[config.mk]
export PLATFORM = sky130hd
export DESIGN_NAME = delay_line
export DESIGN_NICKNAME = d
export VERILOG_FILES = /design/src/rtl/delay_line.sv
export SDC_FILE = /design/constraint.sdc
export NUM_CORES = 2
export LEC_CHECK = 0
export CORE_ASPECT_RATIO = 2
export CORE_MARGIN = 5
export CORE_UTILIZATION = 25
export CTS_CLUSTER_SIZE = 20
export DETAILED_ROUTE_END_ITERATION = 6
export GPL_ROUTABILITY_DRIVEN = 1
export PLACE_DENSITY = 0.43
export SLEW_MARGIN = 15
export SYNTH_ARGS = -nofsm -noshare
export SYNTH_HDL_FRONTEND = slang
export SYNTH_SLANG_ARGS = --single-unit
[constraint.sdc]
create_clock -name clk -period 2.4 [get_ports clk]
set_input_delay 0.6 -clock clk [delete_from_list [all_inputs] [get_ports clk]]
set_output_delay 0.6 -clock clk [all_outputs]
set_load 0.05 [all_outputs]
[src/rtl/delay_line.sv]
// delay_line: multi-lane complex delay line with stall, flush, valid tracking and selectable output tap
module delay_line #(
    parameter int WIDTH        = 9,
    parameter int LANES        = 16,
    parameter int DEPTH        = 4,
    parameter int ZERO_INVALID = 0,
    parameter int SELW         = $clog2(DEPTH + 1)
) (
    input  logic                    clk,
    input  logic                    rstn,
    input  logic                    en,
    input  logic                    flush,
    input  logic [SELW-1:0]         sel,
    input  logic                    in_valid,
    input  logic signed [WIDTH-1:0] din_re [0:LANES-1],
    input  logic signed [WIDTH-1:0] din_im [0:LANES-1],
    output logic                    out_valid,
    output logic signed [WIDTH-1:0] dout_re [0:LANES-1],
    output logic signed [WIDTH-1:0] dout_im [0:LANES-1],
    output logic [SELW-1:0]         occupancy
);
    logic signed [WIDTH-1:0] re_q [1:DEPTH][0:LANES-1];
    logic signed [WIDTH-1:0] re_d [1:DEPTH][0:LANES-1];
    logic signed [WIDTH-1:0] im_q [1:DEPTH][0:LANES-1];
    logic signed [WIDTH-1:0] im_d [1:DEPTH][0:LANES-1];
    logic [DEPTH:1]          v_q;
    logic [DEPTH:1]          v_d;
    logic                    cap_zero;
    logic [SELW-1:0]         tap;

    assign cap_zero  = (ZERO_INVALID != 0) && !in_valid;
    assign occupancy = SELW'($countones(v_q));

    // next stage contents: flush clears everything, en shifts din into stage 1, otherwise hold
    always_comb begin
        re_d = re_q;
        im_d = im_q;
        v_d  = v_q;
        if (flush) begin
            v_d = '0;
            for (int s = 1; s <= DEPTH; s++)
                for (int l = 0; l < LANES; l++) begin
                    re_d[s][l] = '0;
                    im_d[s][l] = '0;
                end
        end else if (en) begin
            v_d[1] = in_valid;
            for (int l = 0; l < LANES; l++) begin
                re_d[1][l] = cap_zero ? '0 : din_re[l];
                im_d[1][l] = cap_zero ? '0 : din_im[l];
            end
            for (int s = 2; s <= DEPTH; s++) begin
                v_d[s]  = v_q[s-1];
                re_d[s] = re_q[s-1];
                im_d[s] = im_q[s-1];
            end
        end
    end

    // stage registers with synchronous reset taking priority over everything
    always_ff @(posedge clk) begin
        if (rstn) begin
            v_q <= '0;
            for (int s = 1; s <= DEPTH; s++)
                for (int l = 0; l < LANES; l++) begin
                    re_q[s][l] <= '0;
                    im_q[s][l] <= '0;
                end
        end else begin
            v_q  <= v_d;
            re_q <= re_d;
            im_q <= im_d;
        end
    end

    // output tap: sel=0 bypasses din, larger selects clamp to the last stage
    always_comb begin
        tap       = (sel == '0) ? SELW'(1) : (sel > SELW'(DEPTH)) ? SELW'(DEPTH) : sel;
        out_valid = (sel == '0) ? in_valid : v_q[tap];
        for (int l = 0; l < LANES; l++) begin
            dout_re[l] = (sel == '0) ? din_re[l] : re_q[tap][l];
            dout_im[l] = (sel == '0) ? din_im[l] : im_q[tap][l];
        end
    end
endmodule

==> load_flow_metrics.sql <==
INSERT INTO impl_metrics (metric_group, metric, value, unit) VALUES
('status', 'run_status', 'finished, violations left', ''),
('status', 'failed_checks', 'negative setup slack', ''),
('placed_design', 'total_half_perimeter_wirelength_after_legalization_and_detailed_placement', '123000', 'um'),
('setup_path', 'required_arrival_time_at_the_worst_endpoint', '1800', 'ps'),
('sta', 'final-setup-viol-count', '292', ''),
('global_routing', 'globalRouteOverflowTotal', '0', ''),
('min_path', 'hold_path_end', 're_q[260]', ''),
('clock_tree', 'tritoncts', 'built', ''),
('sta', 'timing_hold_violations_final', '0', ''),
('sta', 'setup_repair_after_global_routing_missed_its_margin', 'yes', ''),
('synth', 'yosys_warnings', '0', ''),
('min_path', 'min_delay_path_depth', '3', ''),
('pwr', 'ir_worst_vdd', '0.548', 'mV'),
('setup_path', 'r2r_end', 'v_q[2]', ''),
('routing', 'drt_iter0_drc', '1566', ''),
('placed_design', 'dp.cells', '8280', ''),
('clock_tree', 'htreeDepth', '3', ''),
('final_layout', 'final.fill_count', '20800', ''),
('sta', 'layout_worst_path_cycle_share', '1.19', ''),
('routing', 'via_count', '40000', ''),
('floorplan', 'io_pins', '588', ''),
('sta', 'worst_slew_margin_rel', '0.488', ''),
('final_layout', 'multiInputGateArea', '29800', 'um2'),
('setup_path', 'critical-path-max-stage-delay', '550', 'ps'),
('setup_path', 'worst_r2r_path_depth', '3', ''),
('placed_design', 'pre_cts_slack', '-426', 'ps'),
('synth', 'synth.yosys.seq_area_share', '0.440', ''),
('setup_path', 'cp_cell_sequence', 'inv_2 > fa_1 > inv_2 > ha_4 > ha_4 > buf_12', ''),
('clock_tree', 'clock_sinks', '1156', ''),
('routing', 'detail_route.wirelength', '184000', 'um'),
('final_layout', 'area_growth', '45.3', '%'),
('floorplan', 'rows', '238', ''),
('synth', 'syn-cell-area', '52600', 'um2'),
('synth', 'cell_count_after_synthesis', '5085', ''),
('setup_path', 'worst-path-max-fanout', '2', ''),
('clock_tree', 'clk_root_buffer_cell', 'sky130_fd_sc_hd__clkbuf_16', ''),
('sta', 'final_min_period', '2850', 'ps'),
('routing', 'drt.antenna.violating_nets', '0', ''),
('sta', 'final.setup.worst_slack', '-450', 'ps'),
('sta', 'final.setup_skew', '25.4', 'ps'),
('global_routing', 'first_global_vias', '42200', ''),
('global_routing', 'grt_max_degree', '82', ''),
('synth', 'syn_area_per_cell', '10.4', 'um2'),
('placed_design', 'globalplace.congestion', '0.752', ''),
('min_path', 'min-delay-start', 'en', ''),
('routing', 'drt_pre_antenna_iters', '4', ''),
('setup_path', 'worst-setup-path-type', 'reg -> out', ''),
('routing', 'wl_met3', '8110', 'um'),
('floorplan', 'chipWidth', '334', 'um'),
('job', 'max_cap_viol_count', '0', ''),
('setup_path', 'cp.depth', '6', ''),
('synth', 'ys_seq_elements', '1156', ''),
('setup_path', 'cp.arrival', '2250', 'ps'),
('floorplan', 'die_area', '220000', 'um2'),
('clock_tree', 'tritoncts.num_buffers', '116', ''),
('placed_design', 'io_buffers', '587', ''),
('routing', 'via_per_inst', '4.63', ''),
('sta', 'fmax', '351', 'MHz'),
('floorplan', 'effective_utilization_at_floorplan', '0.251', ''),
('synth', 'yosys.cell_types.count', '21', ''),
('global_routing', 'wire_length_of_the_first_global_routing_pass', '276000', 'um'),
('sta', 'report.final.slew_viol_count', '0', ''),
('sta', 'worst_slew_pin_slew', '768', 'ps'),
('setup_path', 'critical_path.top_delay_family', 'adder cells', ''),
('global_routing', 'grt_util_all_layers', '0.161', ''),
('clock_tree', 'clock_tree.buffer_depth', '3', ''),
('setup_path', 'critical-path-slowest-cell', 'sky130_fd_sc_hd__fa_1', ''),
('setup_path', 'cp_num_buf_inv', '3', ''),
('pwr', 'p_leak', '29.8', 'nW'),
('routing', 'wire_per_inst', '21.3', 'um'),
('pwr', 'report.power.total', '46.0', 'mW');
worst min-delay path: stages:
cell and delay, ps:
sky130_fd_sc_hd__buf_16 180, sky130_fd_sc_hd__mux2i_1 100, sky130_fd_sc_hd__nor2_1 70
final cells by class:
class                           instances  area share
Antenna cell                            6    0.000196
Clock inverter                         54     0.00931
Timing Repair Buffer                 1021       0.208
Multi-Input combinational cell       3474       0.390
Inverter                                5    0.000245
Sequential cell                      1156       0.303
Tap cell                             2760      0.0451
Clock buffer                          163      0.0451
how the worst max path moves through the flow:
stage	endpoint	slack [ps]
2_1_floorplan	dout_im[139]	-170
3_3_place_gp	dout_im[114]	-420
3_5_place_dp	dout_im[114]	-430
4_1_cts	occupancy[1]	-560
5_1_grt	occupancy[1]	-570
6_report	occupancy[1]	-450
metrics by stage:
step / setup TNS, ps / utilization / cell area, um2 / hold slack, ps
after floorplan: -320 / - / 53700 / 461
after global placement: -58360 / 0.320 / 67200 / 474
after detailed placement: -60340 / 0.320 / 67200 / 482
after CTS: -96670 / 0.363 / 76200 / 153
after global routing: -88680 / 0.364 / 76500 / 205
final: -69920 / 0.364 / 76500 / 269
metal layers:
metal / vias to the layer above / global-route usage
li1: 19500 / -
met4: 24 / 0.0397
met5: - / 0
met3: 210 / 0.0329
met2: 626 / 0.314
met1: 19700 / 0.177
registers in the layout, summed over array words and instances (netlist names):
name / flops
im_q: 576
re_q: 576
v_q: 4
Yosys cell counts:
master,count,share of area
sky130_fd_sc_hd__a22oi_1,378,0.054
sky130_fd_sc_hd__a22oi_2,200,0.048
sky130_fd_sc_hd__buf_1,8,0.00057
sky130_fd_sc_hd__buf_2,210,0.020
sky130_fd_sc_hd__buf_4,137,0.020
sky130_fd_sc_hd__buf_6,14,0.0030
sky130_fd_sc_hd__buf_8,12,0.0034
sky130_fd_sc_hd__clkbuf_1,69,0.0049
sky130_fd_sc_hd__dfxtp_1,1156,0.44
sky130_fd_sc_hd__fa_1,1,0.00038
sky130_fd_sc_hd__ha_1,2,0.00048
sky130_fd_sc_hd__inv_1,5,0.00036
sky130_fd_sc_hd__mux2_2,89,0.019
sky130_fd_sc_hd__mux2_4,200,0.057
sky130_fd_sc_hd__mux2i_1,1156,0.22
sky130_fd_sc_hd__nor2_1,1156,0.082
sky130_fd_sc_hd__nor2b_1,1,0.00012
sky130_fd_sc_hd__nor3_2,1,0.00019
sky130_fd_sc_hd__o21ai_0,79,0.0075
sky130_fd_sc_hd__o21ai_1,210,0.020
sky130_fd_sc_hd__or2_1,1,0.00012
cell families (layout without fill, tap and decap cells):
group,Yosys count,count (layout),synth area share
AO/OA/AOI/OAI,867,867,0.129
adder cells (fa/ha/maj),3,3,0.000856
buffers and inverters,455,1243,0.0518
flip-flops,1156,1156,0.440
multiplexers,1445,1445,0.296
other,0,6,0
AND/OR/NAND/NOR,1159,1159,0.0829
timing repair:
action                     CTS  global route
setup buffers               97            19
setup endpoints to repair  292           292
pin swaps                  113            82
cloned                      57            12
gates resized for setup    503           145
hold buffers                 0             0
hold endpoints to repair     0             0
power by group:
part / internal, mW / switching [mW]
logic: 3.06 / 3.48
clock network: 11.4 / 8.45
registers: 19.4 / 0.170
Power figures use the tool's default switching activity.
